`config.mk`:
```
export PLATFORM = sky130hd
export DESIGN_NAME = dram_loader
export DESIGN_NICKNAME = d
export VERILOG_FILES = /design/src/rtl/dram_pkg.sv /design/src/rtl/dram_word_stage.sv /design/src/rtl/dram_loader.sv
export SDC_FILE = /design/constraint.sdc
export NUM_CORES = 1
export LEC_CHECK = 0
export ABC_AREA = 1
export CAP_MARGIN = 20
export CORE_MARGIN = 10
export CORE_UTILIZATION = 45
export CTS_CLUSTER_SIZE = 30
export DETAILED_ROUTE_END_ITERATION = 6
export GPL_ROUTABILITY_DRIVEN = 0
export MAX_ROUTING_LAYER = met4
export PLACE_DENSITY = 0.75
export SETUP_SLACK_MARGIN = 0.05
export SYNTH_ARGS = -nofsm -noshare
export SYNTH_HDL_FRONTEND = slang
export SYNTH_SLANG_ARGS = --single-unit
export TNS_END_PERCENT = 1
```
`constraint.sdc`:
```
create_clock -name clk -period 1.44 [get_ports clk]
set_input_delay 0.216 -clock clk [delete_from_list [all_inputs] [get_ports clk]]
set_output_delay 0.216 -clock clk [all_outputs]
set_load 0.01 [all_outputs]
```
`src/rtl/dram_pkg.sv`:
```
// dram_pkg: shared types, field positions, function codes and parity helper
// for the 512x15 instruction dispatch RAM (DRAM).
// Spec bit numbering is MSB-first (bit 0 = MSB); SV index = 14 - spec bit.
// Word layout: [0:2] A, [3:5] B, [6] PAR, [7:10] J[1:4], [11:14] J[7:10].
package dram_pkg;

  typedef logic [14:0] dramWord_t;
  typedef logic [8:0]  dramAddr_t;

  localparam int unsigned DRAM_A_LSB   = 12;  // A  occupies [14:12]
  localparam int unsigned DRAM_B_LSB   = 9;   // B  occupies [11:9]
  localparam int unsigned DRAM_PAR_BIT = 8;   // PAR
  localparam int unsigned DRAM_J1_LSB  = 4;   // J[1:4]  occupies [7:4]
  localparam int unsigned DRAM_J7_LSB  = 0;   // J[7:10] occupies [3:0]

  typedef enum logic [2:0] {
    DRAM_LD_XY_EVEN = 3'b000,
    DRAM_LD_XY_ODD  = 3'b001,
    DRAM_LD_JCOM    = 3'b010,
    DRAM_LD_J7_EVEN = 3'b011,
    DRAM_LD_J7_ODD  = 3'b100,
    DRAM_COMMIT     = 3'b101,
    DRAM_CLR_FLAGS  = 3'b110,
    DRAM_LD_NOP     = 3'b111
  } dramFunc_e;

  // PAR value that makes the XOR of all 15 bits equal 1. The PAR slot of the
  // argument is ignored, so a stored word can be rechecked by comparing its
  // PAR bit against this result.
  function automatic logic dram_odd_par(input dramWord_t w);
    dramWord_t m;
    m = w;
    m[DRAM_PAR_BIT] = 1'b0;
    return ~(^m);
  endfunction

endpackage

```
`src/rtl/dram_word_stage.sv`:
```
// dram_word_stage: staging registers for one DRAM word (A, B, J7, parinv)
// plus parity generation. The shared J[1:4] field comes from the parent.
// Ports:
//   clk, reset   clock, synchronous active-high reset
//   i_ld_ab      load A=ebus[0:2], B=ebus[3:5]
//   i_ld_j7      load J7=ebus[2:5], parinv=ebus[0]
//   i_ebus       EBUS data bits 0:5 (bit 0 = MSB = i_ebus[5])
//   i_jcom       shared J[1:4] field
//   o_word       assembled 15-bit word with PAR
module dram_word_stage
  import dram_pkg::*;
(
  input  logic        clk,
  input  logic        reset,
  input  logic        i_ld_ab,
  input  logic        i_ld_j7,
  input  logic [5:0]  i_ebus,
  input  logic [3:0]  i_jcom,
  output logic [14:0] o_word
);

  logic [2:0]  r_a;
  logic [2:0]  r_b;
  logic [3:0]  r_j7;
  logic        r_parinv;
  dramWord_t   w_body;

  always_ff @(posedge clk) begin
    if (reset) begin
      r_a      <= '0;
      r_b      <= '0;
      r_j7     <= '0;
      r_parinv <= 1'b0;
    end else begin
      if (i_ld_ab) begin
        r_a <= i_ebus[5:3];
        r_b <= i_ebus[2:0];
      end
      if (i_ld_j7) begin
        r_j7     <= i_ebus[3:0];
        r_parinv <= i_ebus[5];
      end
    end
  end

  always_comb begin
    w_body = '0;
    w_body[DRAM_A_LSB +: 3]  = r_a;
    w_body[DRAM_B_LSB +: 3]  = r_b;
    w_body[DRAM_J1_LSB +: 4] = i_jcom;
    w_body[DRAM_J7_LSB +: 4] = r_j7;
    o_word = w_body;
    // parinv deliberately breaks parity for fault-injection diagnostics
    o_word[DRAM_PAR_BIT] = dram_odd_par(w_body) ^ r_parinv;
  end

endmodule

```
`src/rtl/dram_loader.sv`:
```
// dram_loader: diagnostic writer for the 512x15 DRAM. Stages fields from
// EBUS load functions 06x for an even/odd address pair and, on COMMIT,
// writes both words; optionally reads them back and compares.
// Optional feature macro: DRAM_READBACK_VERIFY_EN (readback verify states).
// Ports:
//   clk, reset            clock, synchronous active-high reset
//   load_strobe           function present this cycle
//   diag_func             function select (DIAG[4:6])
//   ebus_data             EBUS data bits 0:5 (bit 0 = MSB)
//   pair_addr             DRAM pair address (LSB ignored)
//   dram_addr/din/we      DRAM write port
//   dram_dout             DRAM read data, one-cycle latency
//   busy, done            sequence in progress / completion pulse
//   err_busy, verify_fail sticky error flags
//   pair_count            committed pairs, wraps
module dram_loader
  import dram_pkg::*;
#(
  parameter int DRAM_WIDTH     = 15,
  parameter int DRAM_ADDR_BITS = 9,
  parameter int CNT_BITS       = 9
) (
  input  logic                      clk,
  input  logic                      reset,
  input  logic                      load_strobe,
  input  logic [2:0]                diag_func,
  input  logic [5:0]                ebus_data,
  input  logic [DRAM_ADDR_BITS-1:0] pair_addr,
  output logic [DRAM_ADDR_BITS-1:0] dram_addr,
  output logic [DRAM_WIDTH-1:0]     dram_din,
  output logic                      dram_we,
  input  logic [DRAM_WIDTH-1:0]     dram_dout,
  output logic                      busy,
  output logic                      done,
  output logic                      err_busy,
  output logic                      verify_fail,
  output logic [CNT_BITS-1:0]       pair_count
);

  typedef enum logic [2:0] {
    ST_IDLE    = 3'd0,
    ST_WR_EVEN = 3'd1,
    ST_WR_ODD  = 3'd2
`ifdef DRAM_READBACK_VERIFY_EN
    ,
    ST_RD_EVEN = 3'd3,
    ST_RD_ODD  = 3'd4,
    ST_CMP     = 3'd5
`endif
  } state_t;

  state_t                r_state;
  state_t                w_next;
  dramFunc_e             w_func;
  logic                  w_cmd;
  logic                  w_last;
  logic [3:0]            r_jcom;
  dramAddr_t             r_pa;
  dramWord_t             r_snap_even;
  dramWord_t             r_snap_odd;
  dramWord_t             w_even_word;
  dramWord_t             w_odd_word;
  logic                  r_done;
  logic                  r_err_busy;
  logic                  r_verify_fail;
  logic [CNT_BITS-1:0]   r_pair_count;
  logic                  w_unused_bits;

  assign w_func = dramFunc_e'(diag_func);
  assign w_cmd  = load_strobe && (r_state == ST_IDLE);
  assign w_unused_bits = ^{dram_dout, pair_addr[0]};

  dram_word_stage u_even (
    .clk     (clk),
    .reset   (reset),
    .i_ld_ab (w_cmd && (w_func == DRAM_LD_XY_EVEN)),
    .i_ld_j7 (w_cmd && (w_func == DRAM_LD_J7_EVEN)),
    .i_ebus  (ebus_data),
    .i_jcom  (r_jcom),
    .o_word  (w_even_word)
  );

  dram_word_stage u_odd (
    .clk     (clk),
    .reset   (reset),
    .i_ld_ab (w_cmd && (w_func == DRAM_LD_XY_ODD)),
    .i_ld_j7 (w_cmd && (w_func == DRAM_LD_J7_ODD)),
    .i_ebus  (ebus_data),
    .i_jcom  (r_jcom),
    .o_word  (w_odd_word)
  );

  always_comb begin
    w_next = r_state;
    case (r_state)
      ST_IDLE:    if (w_cmd && (w_func == DRAM_COMMIT)) w_next = ST_WR_EVEN;
      ST_WR_EVEN: w_next = ST_WR_ODD;
`ifdef DRAM_READBACK_VERIFY_EN
      ST_WR_ODD:  w_next = ST_RD_EVEN;
      ST_RD_EVEN: w_next = ST_RD_ODD;
      ST_RD_ODD:  w_next = ST_CMP;
      ST_CMP:     w_next = ST_IDLE;
`else
      ST_WR_ODD:  w_next = ST_IDLE;
`endif
      default:    w_next = ST_IDLE;
    endcase
  end

`ifdef DRAM_READBACK_VERIFY_EN
  assign w_last = (r_state == ST_CMP);
`else
  assign w_last = (r_state == ST_WR_ODD);
`endif

  always_ff @(posedge clk) begin
    if (reset) begin
      r_state       <= ST_IDLE;
      r_jcom        <= '0;
      r_pa          <= '0;
      r_snap_even   <= '0;
      r_snap_odd    <= '0;
      r_done        <= 1'b0;
      r_err_busy    <= 1'b0;
      r_verify_fail <= 1'b0;
      r_pair_count  <= '0;
    end else begin
      r_state <= w_next;
      r_done  <= w_last;
      if (w_last) r_pair_count <= r_pair_count + 1'b1;
      if (load_strobe && (r_state != ST_IDLE)) begin
        r_err_busy <= 1'b1;
      end else if (w_cmd && (w_func == DRAM_CLR_FLAGS)) begin
        r_err_busy    <= 1'b0;
        r_verify_fail <= 1'b0;
      end
      if (w_cmd && (w_func == DRAM_LD_JCOM)) r_jcom <= ebus_data[3:0];
      if (w_cmd && (w_func == DRAM_COMMIT)) begin
        r_pa        <= {pair_addr[8:1], 1'b0};
        r_snap_even <= w_even_word;
        r_snap_odd  <= w_odd_word;
      end
`ifdef DRAM_READBACK_VERIFY_EN
      // dram_dout lags the address by one cycle: even data arrives in RD_ODD
      if ((r_state == ST_RD_ODD) && (dram_dout != r_snap_even)) r_verify_fail <= 1'b1;
      if ((r_state == ST_CMP)    && (dram_dout != r_snap_odd))  r_verify_fail <= 1'b1;
`endif
    end
  end

  always_comb begin
    dram_we   = 1'b0;
    dram_din  = '0;
    dram_addr = '0;
    case (r_state)
      ST_WR_EVEN: begin
        dram_we   = 1'b1;
        dram_din  = r_snap_even;
        dram_addr = r_pa;
      end
      ST_WR_ODD: begin
        dram_we   = 1'b1;
        dram_din  = r_snap_odd;
        dram_addr = {r_pa[8:1], 1'b1};
      end
`ifdef DRAM_READBACK_VERIFY_EN
      ST_RD_EVEN: dram_addr = r_pa;
      ST_RD_ODD:  dram_addr = {r_pa[8:1], 1'b1};
`endif
      default: ;
    endcase
  end

  assign busy        = (r_state != ST_IDLE);
  assign done        = r_done;
  assign err_busy    = r_err_busy;
  assign pair_count  = r_pair_count;
`ifdef DRAM_READBACK_VERIFY_EN
  assign verify_fail = r_verify_fail;
`else
  assign verify_fail = 1'b0;
`endif

endmodule

```
### After elaboration in Yosys (flattened, before gate mapping)

Cells that the tools add are included.

* mux-type cells: 7
* equal/unequal tests: 9
* bitwise gates (word level): 4
* add/sub/neg operators: 1
* reductions and logical operators: 16

Operator list (number)
* case mux 15 bit (2 select lines): 1
* XOR reduction 15 bit: 2
* case mux 9 bit (2 select lines): 1
* adder 9 x 1 -> 9 bit (second input constant): 1
* equality test 3 x 2 -> 1 bit (second input constant): 3
* equality test 3 bit (second input constant): 3
* logical AND 1 bit: 9
* equality test 3 x 1 -> 1 bit (second input constant): 2
* logical NOT 3 bit: 2
* case mux 3 bit (2 select lines): 1
* two-way mux 1 bit: 3
* two-way mux 3 bit: 1
* nonzero test 3 bit: 1
* != test 2 x 1 -> 1 bit (second input constant): 1
* inverter 1 bit: 2
* nonzero test 2 bit: 1
* OR reduction 2 bit: 1
* bitwise XOR 1 bit: 2

* bits in registers: 78

### Longest topological paths before layout

Gate-level depths: netlist of the first run.

* word-level depth: 5
* gate-level depth with buffers: 13
* gate-level depth less buffers: 13

### By module

From an unflattened synthesis of the first run, not the netlist that was laid out.

* cells, all modules: 629
* area, all modules: 3987.6 µm²

By module, submodules not included
* dram_loader: sequential area each 1101.1 µm², area an instance 2503.7 µm², cells an instance 363, times used 1
* dram_word_stage: sequential area each 220.2 µm², area an instance 742.0 µm², cells an instance 133, times used 2

### Worst setup path after synthesis of the first run

Ideal clock, no wire load.

* kind: reg2out
* start: register r_state[0]
* end: output dram_addr[1]
* path buffers: 2
* required time: 1224 ps
* stages on the path, launching flop included: 7
* slack: -137 ps
* data arrival time: 1361 ps
* path through: dfxtp_1 -> inv_1 -> ha_1 -> buf_2 -> nor2_1 -> clkbuf_1 -> nor2_1

* word-level cells in the longest chain between the ends: 2
* elaborated cells on any way between the ends: 3
* those cells by class: eq/ne: 2; mux: 1

RTL lines
* start: declaration: line dram_loader.sv:52 `state_t r_state;`
* start signal: assignment: line dram_loader.sv:128 `r_state <= w_next;`
* equality test 3 x 2 -> 1 bit
* via w_last: line dram_loader.sv:56 `logic w_last;`
* case mux 9 bit (2 select lines): line dram_loader.sv:155 `case (r_state)`
* end: declaration: line dram_loader.sv:29 `output logic [DRAM_ADDR_BITS-1:0] dram_addr,`

The timed path passes the listed nets, and every way through them passes these cells.

### Final worst setup path of the first run

* start: register r_state[0]
* end: output dram_addr[8]

* word-level cells in the longest chain between the ends: 2
* elaborated cells on any way between the ends: 3
* those cells by class: eq/ne: 2; mux: 1

RTL lines (line)
* equality test 3 x 2 -> 1 bit / equality test 3 x 1 -> 1 bit (equally long branches): dram_loader.sv:155
* case mux 9 bit (2 select lines) *: dram_loader.sv:155

Mark *: on every way between the ends. The rest lies on a longest branch, timed or not.

==> metrics.txt, run 1 <==
# TYPE chip_impl_metric gauge
chip_impl_metric{name="clock_skew",unit="ps"} 5.42
chip_impl_metric{name="die_height",unit="um"} 108
chip_impl_metric{name="syn-num-nets",unit=""} 541
chip_impl_metric{name="yosys.area_share.xor_xnor",unit=""} 0.0426
chip_impl_metric{name="finalSetupViolations",unit=""} 60
chip_impl_metric{name="irDropWorstVdd",unit="mV"} 0.588
chip_impl_metric{name="place.detailed.hpwl",unit="mm"} 6.70
chip_impl_metric{name="share_of_post_route_cells_with_drive_strength_above_1",unit=""} 0.224
chip_impl_metric{name="clock_path_buffers",unit=""} 2
chip_impl_metric{name="synthDominantCellAreaShare",unit=""} 0.422
chip_impl_metric{name="worst_setup_hold_path_clk_slew",unit="ps"} 80
chip_impl_metric{name="fin_nets",unit=""} 627
chip_impl_info{name="ctsRootBufferMaster",value="clkbuf_8"} 1
chip_impl_metric{name="drc",unit=""} 0
chip_impl_metric{name="number_of_hold_violations_in_the_final_report",unit=""} 0
chip_impl_metric{name="max_freq",unit="MHz"} 563
chip_impl_info{name="synth_area_leaders",value="dfxtp_1, nor2_1, nand2_1, o21ai_0, a21oi_1"} 1
chip_impl_metric{name="power.density_cell_area",unit="nW/um^2"} 1230
chip_impl_metric{name="syn-instance-count",unit=""} 499
chip_impl_metric{name="final.fill_count",unit=""} 656
chip_impl_metric{name="synthMuxAreaShare",unit=""} 0
chip_impl_metric{name="synth_compound_area_frac",unit=""} 0.154
chip_impl_info{name="criticalPathCategory",value="register to output pin"} 1
chip_impl_info{name="run_status",value="finished with violations"} 1
chip_impl_metric{name="vias",unit=""} 3414
chip_impl_metric{name="total_congestion_overflow",unit=""} 0
chip_impl_metric{name="post_synth_and_or_nand_nor_area_fraction",unit=""} 0.272
chip_impl_metric{name="initial_antenna_violation_count",unit=""} 0
chip_impl_info{name="slowest_stage",value="dfxtp_2"} 1
chip_impl_metric{name="static-leakage-power",unit="nW"} 2.06
chip_impl_info{name="rsz0062_at_grt",value="true"} 1
chip_impl_info{name="path_cells",value="buf_6 -> ha_4 -> buf_6 -> nor2_4 -> buf_6 -> buf_12 -> nor2_1 -> buf_2"} 1
chip_impl_metric{name="cp.buffers_inverters",unit=""} 5
chip_impl_metric{name="standard_cell_row_count",unit=""} 31
chip_impl_metric{name="drt-vias-per-instance",unit=""} 4.96
chip_impl_metric{name="placeableCoreArea",unit="sq um"} 7370
chip_impl_metric{name="die_x",unit="um"} 108
chip_impl_metric{name="post_layout_minimum_cycle_time",unit="ps"} 1780
chip_impl_metric{name="avgSynthCellArea",unit="sq um"} 6.95
chip_impl_info{name="tritoncts",value="yes"} 1
chip_impl_metric{name="grt_pass1_wl",unit="mm"} 15.3
chip_impl_metric{name="yosys.area_share.adder",unit=""} 0.0217
chip_impl_metric{name="cts.sink_count",unit=""} 73
chip_impl_info{name="post-synth-top-count-cell",value="nor2_1"} 1
chip_impl_metric{name="synth_area",unit="sq um"} 3470
chip_impl_metric{name="worst_ep_required_time",unit="ps"} 1220
chip_impl_metric{name="1st_iter_drt_viols",unit=""} 184
chip_impl_metric{name="hold_bufs_inserted_after_cts",unit=""} 0
chip_impl_metric{name="final_core_util",unit=""} 0.634
chip_impl_metric{name="routed_wire_length_per_instance",unit="um"} 13.6
chip_impl_metric{name="cp.arrival",unit="ps"} 1560
chip_impl_metric{name="diodes_inserted",unit=""} 0
chip_impl_metric{name="io_pins",unit=""} 74
chip_impl_metric{name="stdcell_area",unit="sq um"} 4670
chip_impl_metric{name="numCtsBuffers",unit=""} 9
chip_impl_metric{name="slew_viol_final",unit=""} 0
chip_impl_info{name="failing_checks",value="setup timing"} 1
chip_impl_metric{name="setup.reg_to_reg.worst_slack",unit="ps"} -260
chip_impl_metric{name="detailedRoute.firstPassIterationCount",unit=""} 5
chip_impl_metric{name="synth_cell_type_count",unit=""} 33
chip_impl_metric{name="initial_utilization",unit=""} 0.470
chip_impl_metric{name="fin_crit_share",unit=""} 1.23
chip_impl_info{name="setup.worst_path.end_class",value="output pin"} 1
chip_impl_metric{name="grt_max_degree",unit=""} 64
chip_impl_metric{name="drt-total-wl",unit="mm"} 9.36
chip_impl_metric{name="synth.yosys.warnings",unit=""} 0
chip_impl_metric{name="critPathMaxStageDelay",unit="ps"} 340
chip_impl_metric{name="placedInstanceArea",unit="sq um"} 4390
chip_impl_info{name="crit_path_launch_type",value="register"} 1
chip_impl_info{name="path_common_cell",value="buf_6"} 1
chip_impl_metric{name="syn_to_final_growth",unit="%"} 34.7
chip_impl_info{name="synth_top_cell_by_area",value="dfxtp_1"} 1
chip_impl_metric{name="number_of_global_route_vias_before_repair",unit=""} 3283
chip_impl_info{name="synthFlopType",value="dfxtp_1"} 1
chip_impl_metric{name="postSynthRegisterBits",unit=""} 73
chip_impl_metric{name="synth_seq_area_share",unit=""} 0.422
chip_impl_metric{name="cap_viol_max_count",unit=""} 0
chip_impl_info{name="synth_common_cells",value="nor2_1, nand2_1, dfxtp_1"} 1
chip_impl_metric{name="port-buffer-count",unit=""} 56
chip_impl_metric{name="synth-edff-count",unit=""} 0
chip_impl_info{name="critical_path.top_delay_family",value="buffers and inverters"} 1
chip_impl_metric{name="synth_async_reset_ratio",unit=""} 0
chip_impl_info{name="hold_class",value="register to register"} 1
chip_impl_metric{name="clock_insertion_delay_worst_skew",unit="ps"} 340
chip_impl_metric{name="cts-htree-levels",unit=""} 3
chip_impl_info{name="dominant_combinational_cell_family_by_area_after_synthesis",value="simple AND/OR/NAND/NOR gates"} 1
chip_impl_metric{name="worstPathMaxFanout",unit=""} 5
chip_impl_metric{name="drtAntennaViolNets",unit=""} 0
chip_impl_metric{name="die_area",unit="sq um"} 11600
chip_impl_metric{name="grt_use_total",unit=""} 0.167
chip_impl_metric{name="fin_ws",unit="ps"} -336
flip-flops by register name, indices dropped and copies added, names as in the netlist, 2 cells and up:
signal       flops
r_jcom           4
u_odd.r_b        3
r_pa             8
r_snap_odd      11
u_odd.r_j7       4
r_state          2
u_even.r_j7      4
u_odd.r_a        3
r_snap_even     15
u_even.r_a       3
pair_count       9
u_even.r_b       3
cell families (layout without fill, tap and decap cells):
group,after synthesis,count (layout)
simple gates,232,232
compound gates,105,105
flops,73,73
xor+xnor,16,16
other cells,1,1
fa+ha+maj,6,6
buf+inv,66,157
power breakdown:
group / leakage, nW / internal (mW) / switching, mW
Sequential: 0.594 / 2.14 / 0.0908
Combinational: 1.35 / 0.754 / 0.798
Clock: 0.120 / 1.20 / 0.773
Total: 2.06 / 4.09 / 1.66
placed cells by master (no fill, tap or decap), types with 5 or more instances in the layout:
cell type and n:
clkdlybuf4s50_1 19, buf_6 6, buf_4 31, nor2_1 97
clkbuf_8 10, o21ai_0 34, dfxtp_1 69, inv_2 11
o21ai_1 25, dlygate4sd2_1 12, nand3_1 12, buf_2 23
nand2_1 98, a21oi_2 10, xor2_1 5, inv_1 30
nor2_2 6, a21oi_1 33, xnor2_1 10
area by class of cell:
cell class | count | area [sq um] | share of cell area
Clock buffer | 11 | 141 | 0.0303
Clock inverter | 5 | 103 | 0.0220
Inverter | 43 | 169 | 0.0362
Multi-Input combinational cell | 360 | 1830 | 0.391
Sequential cell | 73 | 1470 | 0.314
Tap cell | 99 | 124 | 0.0265
Timing Repair Buffer | 98 | 841 | 0.180
worst reg2reg max path: cells and delay by family, from the launching register on:
family | cells | cell delay, ps
simple gates | 4 | 470
buf+inv | 3 | 430
flops | 1 | 340
fa+ha+maj | 1 | 180
compound gates | 2 | 180
repair_timing:
| item | 4_1_cts | 5_1_grt |
|---|---|---|
| endpoints found under the setup margin | 106 | 95 |
| pin swaps | 3 | 1 |
| gates resized for setup | 138 | 30 |
| gates cloned | 1 | 0 |
| setup buffers | 6 | 0 |
metrics by stage:
step / setup WS (ps) / hold slack, ps / TNS (ps) / total power [mW] / std cells
2_1_floorplan: 38.9 / 351 / 0 / 3.04 / 499
3_3_place_gp: -382 / 457 / -17170 / 3.55 / 666
3_5_place_dp: -411 / 465 / -20150 / 3.59 / 666
4_1_cts: -347 / 477 / -8990 / 5.75 / 689
5_1_grt: -410 / 495 / -15740 / 6.02 / 689
6_report: -336 / 476 / -8730 / 5.75 / 689
layer usage:
metal,GRT usage,vias to the layer above,share of wire
li1,-,1751,-
met1,0.187,1576,0.44
met2,0.280,72,0.50
met3,0.0335,15,0.043
met4,0.0744,0,0.015
met5,-,-,0
path summary, 6_finish.rpt:
check | start | endpoint | cells past startpoint
max | r_state[0]$_SDFFE_PP0P_ | dram_addr[8] | 8
min | u_even.r_a[1]$_SDFFE_PP0P_ | r_snap_even[13]$_SDFFE_PP0P_ | 2
max reg2reg | r_state[0]$_SDFFE_PP0P_ | pair_count[7]$_SDFFE_PP0P_ | 10
min reg2reg | u_even.r_a[1]$_SDFFE_PP0P_ | r_snap_even[13]$_SDFFE_PP0P_ | 2
(Power assumes the default switching activity.)
==> run 2: changes to the inputs <==
--- a/config.mk
+++ b/config.mk
@@ -6,9 +6,11 @@
 export NUM_CORES = 1
 export LEC_CHECK = 0
 export ABC_AREA = 1
+export ABC_CLOCK_PERIOD_IN_PS = 1440
 export CAP_MARGIN = 20
 export CORE_MARGIN = 10
 export CORE_UTILIZATION = 45
+export CTS_CLUSTER_DIAMETER = 50
 export CTS_CLUSTER_SIZE = 30
 export DETAILED_ROUTE_END_ITERATION = 6
 export GPL_ROUTABILITY_DRIVEN = 0
==> results of run 2 <==
Final layout, timing and power as in run 1 (identical DEF).
==> run 3: changes to the inputs <==
--- a/config.mk
+++ b/config.mk
@@ -5,9 +5,7 @@
 export SDC_FILE = /design/constraint.sdc
 export NUM_CORES = 1
 export LEC_CHECK = 0
-export ABC_AREA = 1
 export ABC_CLOCK_PERIOD_IN_PS = 1440
-export CAP_MARGIN = 20
 export CORE_MARGIN = 10
 export CORE_UTILIZATION = 45
 export CTS_CLUSTER_DIAMETER = 50
@@ -15,7 +13,7 @@
 export DETAILED_ROUTE_END_ITERATION = 6
 export GPL_ROUTABILITY_DRIVEN = 0
 export MAX_ROUTING_LAYER = met4
-export PLACE_DENSITY = 0.75
+export PLACE_DENSITY = 0.76
 export SETUP_SLACK_MARGIN = 0.05
 export SYNTH_ARGS = -nofsm -noshare
 export SYNTH_HDL_FRONTEND = slang
==> run 3 against run 2 <==
  * Power shrank 8.4%
  * Via count shrank 15%
  * Register-to-register slack gained 130 ps
  * Core utilization grew 3.3 points
  * Setup slack gained 22 ps
  * Non-clock buffer count shrank 2
  * Clock skew grew 3.5 ps
  * Final cell count shrank 19%
  * The run still ends with setup timing left
  * First-iteration DRC count grew 14%
  * Worst hold slack lost 200 ps
  * Synthesized cell count shrank 25%
==> metrics.txt, run 3 <==
# TYPE chip_impl_metric gauge
chip_impl_info{name="crit_path_launch_type",value="register"} 1
chip_impl_metric{name="synth_seq_area_share",unit=""} 0.450
chip_impl_metric{name="clock_skew",unit="ps"} 8.93
chip_impl_info{name="ctsRootBufferMaster",value="clkbuf_8"} 1
chip_impl_metric{name="worst_ep_required_time",unit="ps"} 1220
chip_impl_metric{name="grt_max_degree",unit=""} 37
chip_impl_metric{name="synth_area",unit="sq um"} 3250
chip_impl_metric{name="numCtsBuffers",unit=""} 9
chip_impl_metric{name="io_pins",unit=""} 74
chip_impl_metric{name="final.fill_count",unit=""} 563
chip_impl_metric{name="drc",unit=""} 0
chip_impl_metric{name="worstPathMaxFanout",unit=""} 6
chip_impl_metric{name="fin_cells",unit=""} 558
chip_impl_metric{name="postSynthRegisterBits",unit=""} 73
chip_impl_info{name="hold_class",value="input port to register"} 1
chip_impl_metric{name="syn-instance-count",unit=""} 376
chip_impl_metric{name="routed_wire_length_per_instance",unit="um"} 16.3
chip_impl_metric{name="detailedRoute.firstPassIterationCount",unit=""} 4
chip_impl_metric{name="number_of_hold_violations_in_the_final_report",unit=""} 0
chip_impl_info{name="criticalPathCategory",value="register to output pin"} 1
chip_impl_metric{name="cts.sink_count",unit=""} 73
chip_impl_metric{name="clock_path_buffers",unit=""} 2
chip_impl_info{name="critical_path.top_delay_family",value="flip-flops"} 1
chip_impl_metric{name="1st_iter_drt_viols",unit=""} 210
chip_impl_info{name="synth_area_leaders",value="dfxtp_1, nand2_1, a21oi_1, mux2i_1, xnor3_1"} 1
chip_impl_info{name="layout.cells.most_common",value="nand2_1"} 1
chip_impl_metric{name="drtAntennaViolNets",unit=""} 0
chip_impl_metric{name="share_of_post_route_cells_with_drive_strength_above_1",unit=""} 0.281
chip_impl_metric{name="grt_use_total",unit=""} 0.168
chip_impl_metric{name="cp.arrival",unit="ps"} 1540
chip_impl_metric{name="fin_ws",unit="ps"} -314
chip_impl_info{name="synth_common_cells",value="nand2_1, dfxtp_1, a21oi_1"} 1
chip_impl_metric{name="die_height",unit="um"} 105
chip_impl_info{name="rsz0062_at_grt",value="true"} 1
chip_impl_metric{name="placeableCoreArea",unit="sq um"} 6910
chip_impl_metric{name="max_freq",unit="MHz"} 570
chip_impl_info{name="path_cells",value="inv_4 -> ha_4 -> o21a_4 -> and2_1 -> buf_2"} 1
chip_impl_metric{name="power.density_cell_area",unit="nW/um^2"} 1150
chip_impl_metric{name="fin_nets",unit=""} 500
chip_impl_info{name="setup.worst_path.end_class",value="output pin"} 1
chip_impl_info{name="post-synth-top-count-cell",value="nand2_1"} 1
chip_impl_metric{name="standard_cell_row_count",unit=""} 30
chip_impl_metric{name="vias",unit=""} 2895
chip_impl_metric{name="port-buffer-count",unit=""} 56
chip_impl_metric{name="place.detailed.hpwl",unit="mm"} 5.89
chip_impl_metric{name="total_congestion_overflow",unit=""} 0
chip_impl_info{name="failing_checks",value="setup timing"} 1
chip_impl_metric{name="synth.yosys.warnings",unit=""} 0
chip_impl_info{name="tritoncts",value="yes"} 1
chip_impl_metric{name="synthDominantCellAreaShare",unit=""} 0.450
chip_impl_metric{name="synth_async_reset_ratio",unit=""} 0
chip_impl_metric{name="number_of_global_route_vias_before_repair",unit=""} 2864
chip_impl_metric{name="avgSynthCellArea",unit="sq um"} 8.63
chip_impl_metric{name="drt-total-wl",unit="mm"} 9.12
chip_impl_metric{name="post_layout_minimum_cycle_time",unit="ps"} 1750
chip_impl_info{name="slowest_stage",value="dfxtp_4"} 1
chip_impl_info{name="top_register",value="r_snap_even"} 1
chip_impl_metric{name="critPathMaxStageDelay",unit="ps"} 390
chip_impl_metric{name="cap_viol_max_count",unit=""} 0
chip_impl_metric{name="syn-num-nets",unit=""} 418
chip_impl_metric{name="synth-edff-count",unit=""} 0
chip_impl_info{name="synth_top_cell_by_area",value="dfxtp_1"} 1
chip_impl_metric{name="die_area",unit="sq um"} 11000
chip_impl_info{name="layout_common_cells",value="nand2_1, dfxtp_1, a21oi_1"} 1
chip_impl_metric{name="initial_utilization",unit=""} 0.470
chip_impl_metric{name="grt_pass1_wl",unit="mm"} 14.6
chip_impl_metric{name="static-leakage-power",unit="nW"} 1.84
chip_impl_info{name="run_status",value="finished with violations"} 1
chip_impl_metric{name="die_x",unit="um"} 105
chip_impl_metric{name="hold_bufs_inserted_after_cts",unit=""} 0
chip_impl_metric{name="initial_antenna_violation_count",unit=""} 0
chip_impl_metric{name="diodes_inserted",unit=""} 0
chip_impl_metric{name="max_ffs_per_register",unit=""} 15
chip_impl_metric{name="drt-vias-per-instance",unit=""} 5.19
chip_impl_metric{name="synth_cell_type_count",unit=""} 34
chip_impl_metric{name="fin_setup_tns",unit="ps"} -9010
chip_impl_metric{name="slew_viol_final",unit=""} 0
chip_impl_metric{name="cp.buffers_inverters",unit=""} 2
chip_impl_metric{name="setup.reg_to_reg.worst_slack",unit="ps"} -130
chip_impl_metric{name="fin_crit_share",unit=""} 1.22
chip_impl_metric{name="placedCellCount",unit=""} 540
chip_impl_metric{name="syn_to_final_growth",unit="%"} 41.8
chip_impl_metric{name="cts-htree-levels",unit=""} 3
chip_impl_metric{name="clock_insertion_delay_worst_skew",unit="ps"} 340
chip_impl_metric{name="finalSetupViolations",unit=""} 54
chip_impl_metric{name="worst_setup_hold_path_clk_slew",unit="ps"} 70
chip_impl_metric{name="finalPower",unit="mW"} 5.27
chip_impl_info{name="synthFlopType",value="dfxtp_1"} 1
chip_impl_metric{name="irDropWorstVdd",unit="mV"} 0.590
[run 3: changes by cell type in the layout (fill, tap and decap cells not counted), moves of 18 or more]
cell,change
mux2i_1,+18
o21ai_1,-19
nand2_1,-19
inv_1,-29
o21ai_0,-26
nor2_1,-70
[run 3: kinds of logic after synthesis]
logic type | after synthesis | share of synthesized area
AOI/OAI and AO/OA | 74 | 0.129
xor gates and xnor gates | 26 | 0.0956
adders and majority gates | 6 | 0.0231
buffers and inverters | 29 | 0.0397
DFF | 73 | 0.450
muxes | 18 | 0.0555
other | 1 | 0.00116
and+or+nand+nor | 149 | 0.206
[run 3: per-stage QoR]
stage / cell area, sq um / setup slack, ps / util / hold WS, ps
6_report: 4600 / -314 / 0.666 / 279
5_1_grt: 4600 / -371 / 0.666 / 286
4_1_cts: 4490 / -324 / 0.649 / 253
3_5_place_dp: 4150 / -465 / 0.601 / 444
3_3_place_gp: 4150 / -400 / 0.601 / 438
2_1_floorplan: 3270 / -81.5 / - / 352
[run 3: worst paths after layout]
kind	start	to	cells past startpoint
setup / recovery	r_state[1]$_SDFFE_PP0P_	dram_din[6]	5
hold / removal	reset	u_odd.r_parinv$_SDFFE_PP0P_	2
setup reg to reg	r_state[1]$_SDFFE_PP0P_	u_odd.r_b[1]$_SDFFE_PP0P_	9
hold reg to reg	r_pa[7]$_SDFFE_PP0P_	r_pa[7]$_SDFFE_PP0P_	2
[run 3: routing by layer]
layer / vias up / wire length [um] / track usage
li1: 1411 / - / -
met1: 1376 / 3970 / 0.201
met2: 92 / 4440 / 0.259
met3: 16 / 479 / 0.0461
met4: 0 / 231 / 0.0706
met5: - / 0 / -
[run 3: area by class of cell]
| type | count | area [sq um] | share of cell area |
|---|---|---|---|
| clock inverter | 3 | 65.1 | 0.0141 |
| clock buffer | 12 | 145 | 0.0315 |
| tap | 96 | 120 | 0.0261 |
| multi-input combinational | 275 | 1870 | 0.407 |
| inverter | 3 | 16.3 | 0.00354 |
| sequential | 73 | 1470 | 0.320 |
| timing repair buffer | 96 | 912 | 0.198 |
[run 3: power breakdown]
group | internal (mW) | switching, mW
registers | 2.09 | 0.0636
clock network | 1.01 | 0.722
logic | 0.738 | 0.646
[run 3: timing repair]
| action | CTS | global route |
|---|---|---|
| resized for setup | 168 | 32 |
| buffers inserted | 0 | 0 |
| gates cloned | 3 | 0 |
| pin swaps | 19 | 4 |
| endpoints found under the setup margin | 103 | 92 |
[run 3: worst register-to-register path, delay by kind of cell (launching register included)]
family / cells / cell delay [ps]
buffers and inverters: 4 / 480
adder cells (fa/ha/maj): 1 / 180
flip-flops: 1 / 370
AND/OR/NAND/NOR: 3 / 290
AO/OA/AOI/OAI: 1 / 160
